### config.mk
export PLATFORM = sky130hd
export DESIGN_NAME = pb_code_loader
export DESIGN_NICKNAME = d
export VERILOG_FILES = /design/src/rtl/pb_code_loader.sv
export SDC_FILE = /design/constraint.sdc
export NUM_CORES = 1
export LEC_CHECK = 0
export ABC_AREA = 1
export BUFFER_PORTS_ARGS = -buffer_cell sky130_fd_sc_hd__clkbuf_2
export CORE_MARGIN = 5
export CORE_UTILIZATION = 48
export DETAILED_ROUTE_END_ITERATION = 10
export PLACE_DENSITY_LB_ADDON = 0.2
export REMOVE_ABC_BUFFERS = 1
export SLEW_MARGIN = 20
export SYNTH_ARGS = -nofsm -noshare
export SYNTH_HDL_FRONTEND = slang
export SYNTH_SLANG_ARGS = --single-unit
### constraint.sdc
create_clock -name CLK -period 2 [get_ports CLK]
set_input_delay 0.1 -clock CLK [delete_from_list [all_inputs] [get_ports CLK]]
set_output_delay 0.1 -clock CLK [all_outputs]
set_load 0.005 [all_outputs]
### src/rtl/pb_code_loader.sv
// rtl/pb_code_loader.sv - framed byte-stream loader for the PicoBlaze program store.
// Assembles 18-bit words, writes them one cycle after the B0 byte, and holds the core in reset while loading.
module pb_code_loader #(
   parameter logic [7:0] SYNC_BYTE      = 8'hA5,
   parameter int         TIMEOUT_CYCLES = 1000000,
   parameter int         TO_W           = 20
) (
   input  logic        CLK,
   input  logic        RESET_N,
   input  logic [7:0]  DATA,
   input  logic        DATA_VALID,
   output logic [9:0]  LOAD_ADDRESS,
   output logic [17:0] LOAD_INSTRUCTION,
   output logic        LOAD_WE,
   output logic        PB_RESET,
   output logic        BUSY,
   output logic        DONE,
   output logic        ERROR
);

   typedef enum logic [3:0] {
      S_IDLE, S_ADDR_HI, S_ADDR_LO, S_CNT_HI, S_CNT_LO,
      S_INS_B2, S_INS_B1, S_INS_B0, S_CHECK
   } state_t;

   localparam logic [TO_W-1:0] TO_LAST = TO_W'(TIMEOUT_CYCLES - 1);

   state_t          r_state;
   state_t          w_next;
   logic [9:0]      r_addr;
   logic [17:0]     r_instr;
   logic            r_we;
   logic            r_pb_reset;
   logic            r_done;
   logic            r_error;
   logic [7:0]      r_chk;
   logic [7:0]      r_cnt_hi;
   logic [15:0]     r_cnt;
   logic [TO_W-1:0] r_to;

   logic [7:0]  w_sum;
   logic [15:0] w_count;
   logic        w_cnt_bad;
   logic        w_to_expire;

   assign w_sum       = r_chk + DATA;
   assign w_count     = {r_cnt_hi, DATA};
   assign w_cnt_bad   = (w_count == 16'd0) || (w_count > 16'd1024);
   // A byte arriving in the expiry cycle takes priority over the timeout.
   assign w_to_expire = (r_state != S_IDLE) && !DATA_VALID && (r_to == TO_LAST);

   always_ff @(posedge CLK or negedge RESET_N) begin
      if (!RESET_N) r_state <= S_IDLE;
      else          r_state <= w_next;
   end

   always_comb begin
      w_next = r_state;
      if (w_to_expire) begin
         w_next = S_IDLE;
      end else if (DATA_VALID) begin
         case (r_state)
            S_IDLE:    if (DATA == SYNC_BYTE) w_next = S_ADDR_HI;
            S_ADDR_HI: w_next = S_ADDR_LO;
            S_ADDR_LO: w_next = S_CNT_HI;
            S_CNT_HI:  w_next = S_CNT_LO;
            S_CNT_LO:  w_next = w_cnt_bad ? S_IDLE : S_INS_B2;
            S_INS_B2:  w_next = S_INS_B1;
            S_INS_B1:  w_next = S_INS_B0;
            S_INS_B0:  w_next = (r_cnt == 16'd1) ? S_CHECK : S_INS_B2;
            S_CHECK:   w_next = S_IDLE;
            default:   w_next = S_IDLE;
         endcase
      end
   end

   always_ff @(posedge CLK or negedge RESET_N) begin
      if (!RESET_N) begin
         r_addr     <= '0;
         r_instr    <= '0;
         r_we       <= 1'b0;
         r_pb_reset <= 1'b0;
         r_done     <= 1'b0;
         r_error    <= 1'b0;
         r_chk      <= '0;
         r_cnt_hi   <= '0;
         r_cnt      <= '0;
         r_to       <= '0;
      end else begin
         r_we   <= 1'b0;
         r_done <= 1'b0;
         // Address advances after the write cycle, wrapping naturally at 10 bits.
         if (r_we)   r_addr     <= r_addr + 10'd1;
         if (r_done) r_pb_reset <= 1'b0;
         if (r_state == S_IDLE || DATA_VALID) r_to <= '0;
         else                                 r_to <= r_to + TO_W'(1);

         if (w_to_expire) begin
            r_error <= 1'b1;
         end else if (DATA_VALID) begin
            if (r_state != S_IDLE) r_chk <= w_sum;
            case (r_state)
               S_IDLE: begin
                  if (DATA == SYNC_BYTE) begin
                     r_pb_reset <= 1'b1;
                     r_error    <= 1'b0;
                     r_chk      <= '0;
                  end
               end
               S_ADDR_HI: r_addr[9:8] <= DATA[1:0];
               S_ADDR_LO: r_addr[7:0] <= DATA;
               S_CNT_HI:  r_cnt_hi    <= DATA;
               S_CNT_LO: begin
                  r_cnt <= w_count;
                  if (w_cnt_bad) r_error <= 1'b1;
               end
               S_INS_B2: r_instr[17:16] <= DATA[1:0];
               S_INS_B1: r_instr[15:8]  <= DATA;
               S_INS_B0: begin
                  r_instr[7:0] <= DATA;
                  r_we         <= 1'b1;
                  r_cnt        <= r_cnt - 16'd1;
               end
               S_CHECK: begin
                  if (w_sum == 8'h00) r_done  <= 1'b1;
                  else                r_error <= 1'b1;
               end
               default: ;
            endcase
         end
      end
   end

   assign LOAD_ADDRESS     = r_addr;
   assign LOAD_INSTRUCTION = r_instr;
   assign LOAD_WE          = r_we;
   assign PB_RESET         = r_pb_reset;
   assign BUSY             = (r_state != S_IDLE);
   assign DONE             = r_done;
   assign ERROR            = r_error;

endmodule

==> impl_metrics.json <==
{
  "outcome": "finished, final reports clean",
  "finalMaxSlewViolations": 0,
  "first_pass_iters": 5,
  "rows": 36,
  "design.core.area_sq_um": 9820,
  "yosysWarnings": 0,
  "r2r_slack_ns": 0.17,
  "grt_setup_unrepaired": "no",
  "grt_pass1_vias": 3975,
  "combPwrFrac_pct": 40.9,
  "pwr-share-seq_pct": 41.8,
  "syn-instance-count": 628,
  "fin_crit_sh_pct": 91.3,
  "pwr-share-clk_pct": 17.3,
  "grt_max_degree": 50,
  "hpwlAfterDp_microns": 8330,
  "end_kind": "flop",
  "intPower_uw": 4000,
  "critical_path.max_fanout": 3,
  "power_density_nw_per_um2": 1270,
  "synth_area_sq_um": 4870,
  "tightest_slew_ns": 0.601,
  "area_delta_synth_final_pct": 11.8,
  "synthXorXnorAreaFrac_pct": 3.24,
  "synthDistinctLibCells": 38,
  "clk_pin_slew_worst_paths_ns": 0.10,
  "synth_edf_count": 0,
  "ir_worst_vdd_mv": 0.498,
  "die_h_microns": 111,
  "slew-limit-headroom_pct": 59.8,
  "wl_per_cell_microns": 13.6,
  "die_x_microns": 111,
  "diodes": 0,
  "synth-seq-cells": 88,
  "finalHoldViolCount": 0,
  "start_util_pct": 49.6,
  "gp_congestion": 0.850,
  "routed_wl_microns": 11100,
  "leakage_uw": 0.00262,
  "reg2reg_to": "ERROR$_DFFE_PN0P_",
  "port_buffers": 43,
  "synth-main-ff-cell": "dfrtp_1",
  "synth_compound_area_share_pct": 12.5,
  "fmax_ghz": 0.548,
  "grt_pass1_wl_microns": 18800,
  "synth-simple-area-share_pct": 28.2,
  "crit_type": "reg2reg",
  "syn_area_per_cell_sq_um": 7.76,
  "final_nets": 700,
  "cap_violations": 0,
  "arrival_ns": 2.10,
  "setup_tns_ns": 0,
  "hold_path_depth": 3,
  "whs_endpoint": "LOAD_ADDRESS[6]$_DFF_PN0_",
  "drive_above_1_share_pct": 14.8,
  "reg2reg_depth": 12,
  "post_cts_buffers": 0,
  "yosysSeqAreaShare_pct": 45.2,
  "synth_top_family_by_area": "simple AND/OR/NAND/NOR gates",
  "synthArstFlopShare_pct": 100,
  "overflow": 0,
  "cts_tree": "built",
  "root_buffer": "clkbuf_8",
  "r2r-start": "r_chk[0]$_DFFE_PN0P_",
  "synth_fa_ha_area_share_pct": 3.24,
  "antenna_found_initial": 0,
  "drc": 0,
  "dieArea_sq_um": 12300,
  "power.share.switching_pct": 42.2,
  "initialDrtViolationCount": 301,
  "htreeDepth": 3,
  "synthMuxAreaShare_pct": 0.205,
  "hp-class": "in2reg",
  "setup_viol": 0,
  "p_sw_uw": 2920,
  "cts_sinks": 88,
  "cp-start-kind": "flop",
  "grt_usage_pct": 18.5,
  "clockBufferDepth": 2,
  "clock_latency_ns": 0.37,
  "hp-start": "DATA[6]",
  "setup_slack_ns": 0.175,
  "viasPerCell": 5.18,
  "vias": 4219,
  "dpl_worst_slack_ns": 0.101,
  "worstPathRequired_ns": 2.28,
  "skew_ns": 0.00968,
  "ant_nets": 0,
  "cts_buffers": 9,
  "finalCriticalPeriod_ns": 1.83,
  "ios": 44,
  "cp-startpoint": "r_chk[0]$_DFFE_PN0P_"
}
-- kinds of logic after synthesis --
group,after synthesis
and+or+nand+nor,306
DFF,88
adders and majority gates,12
buffers and inverters,87
AOI/OAI and AO/OA,116
xor gates and xnor gates,18
muxes,1
-- flip-flops by register name, indices dropped and copies added, names as in the netlist --
| name | cells |
|---|---|
| LOAD_WE | 1 |
| r_chk | 8 |
| r_state | 4 |
| DONE | 1 |
| r_cnt_hi | 8 |
| r_to | 20 |
| r_cnt | 16 |
| LOAD_INSTRUCTION | 18 |
| PB_RESET | 1 |
| ERROR | 1 |
| LOAD_ADDRESS | 10 |
-- power groups by stage --
stage          clock, uW  sequential [uW]  combinational (uW)
6_report            1200             2890                2830
5_1_grt             1290             2980                3240
4_1_cts             1230             2890                2840
3_5_place_dp           0             2930                2830
3_3_place_gp           0             2900                2760
2_1_floorplan          0             2840                1990
-- through the flow --
step	cell area, sq um	total power [uW]	cells	utilization (%)	hold WS [ns]
finish	5450	6910	815	55.5	0.00850
global route	5450	7520	815	55.5	0.0291
floorplan	4810	4830	617	-	-0.196
CTS	5440	6970	815	55.4	0.0103
global placement	5250	5660	798	53.4	0.116
detailed placement	5250	5750	798	53.4	0.123
-- worst max-delay path: stages (launching register included) --
cell and delay, ns:
dfrtp_1 0.40, ha_2 0.20, fa_2 0.36, nand2_1 0.09
nand2_1 0.07, nand3_1 0.09, nand2_1 0.06, nand2_1 0.05
nand2_1 0.06, nor2_1 0.13, nand3_2 0.09, nand3_1 0.08
nand2_1 0.05
-- layout make-up --
type	instances	area (sq um)
clock buffer	9	124
clock inverter	7	62.6
tap	133	166
sequential	88	2200
multi-input combinational	453	2310
inverter	76	299
fill	953	4370
timing repair buffer	49	278
-- per-layer routing --
layer | GRT usage (%) | vias up | wire, microns
met3 | 3.49 | 19 | 521
met1 | 25.1 | 1969 | 5160
met2 | 29.9 | 93 | 5220
li1 | - | 2138 | -
met5 | 0 | - | 0
met4 | 6.40 | 0 | 192
-- Yosys cell counts (2+ instances only) --
library cell    n  area (sq um)
nor2_4          5          56.3
o22ai_1         4          25.0
dfrtp_1        88          2200
a22o_1          4          35.0
nor3_1          9          45.0
o211ai_1        2          15.0
nor2_1         84           315
inv_1          66           248
nand3_1        39           195
o21ai_1        16          80.1
ha_1           11           138
clkbuf_1        2          7.51
o21ai_0        48           240
nor2_2          9          56.3
nand2_1       135           507
nand4_1         8          50.1
xor2_1         13           114
or2_2           2          12.5
nand2_4         6          67.6
xnor2_1         5          43.8
buf_2           6          30.0
a21oi_1        40           200
inv_2           9          33.8
nand3b_1        3          22.5
-- placed cells by master, fill, tap and decap left out, types with 13 or more instances in the layout --
cell type  netlist  layout
nand2_1        135     135
dfrtp_1         88      88
nor2_1          84      84
inv_1           66      66
o21ai_0         48      48
clkbuf_2         1      42
a21oi_1         40      40
nand3_1         39      39
o21ai_1         16      16
xor2_1          13      13
-- worst max-delay path by stage --
stage | endpoint | slack [ns] | cells past startpoint
after global routing | ERROR$_DFFE_PN0P_ | 0.02 | 12
after global placement | ERROR$_DFFE_PN0P_ | 0.14 | 12
after CTS | ERROR$_DFFE_PN0P_ | 0.06 | 12
after floorplan | ERROR$_DFFE_PN0P_ | 0.24 | 12
final | ERROR$_DFFE_PN0P_ | 0.17 | 12
after detailed placement | ERROR$_DFFE_PN0P_ | 0.10 | 12
-- what timing repair did --
action	CTS	global route
endpoints found under the hold margin	39	0
gates resized for setup	0	2
hold buffers	1	0
setup endpoints to repair	0	1
No activity file was read; power rests on OpenSTA's default activity.
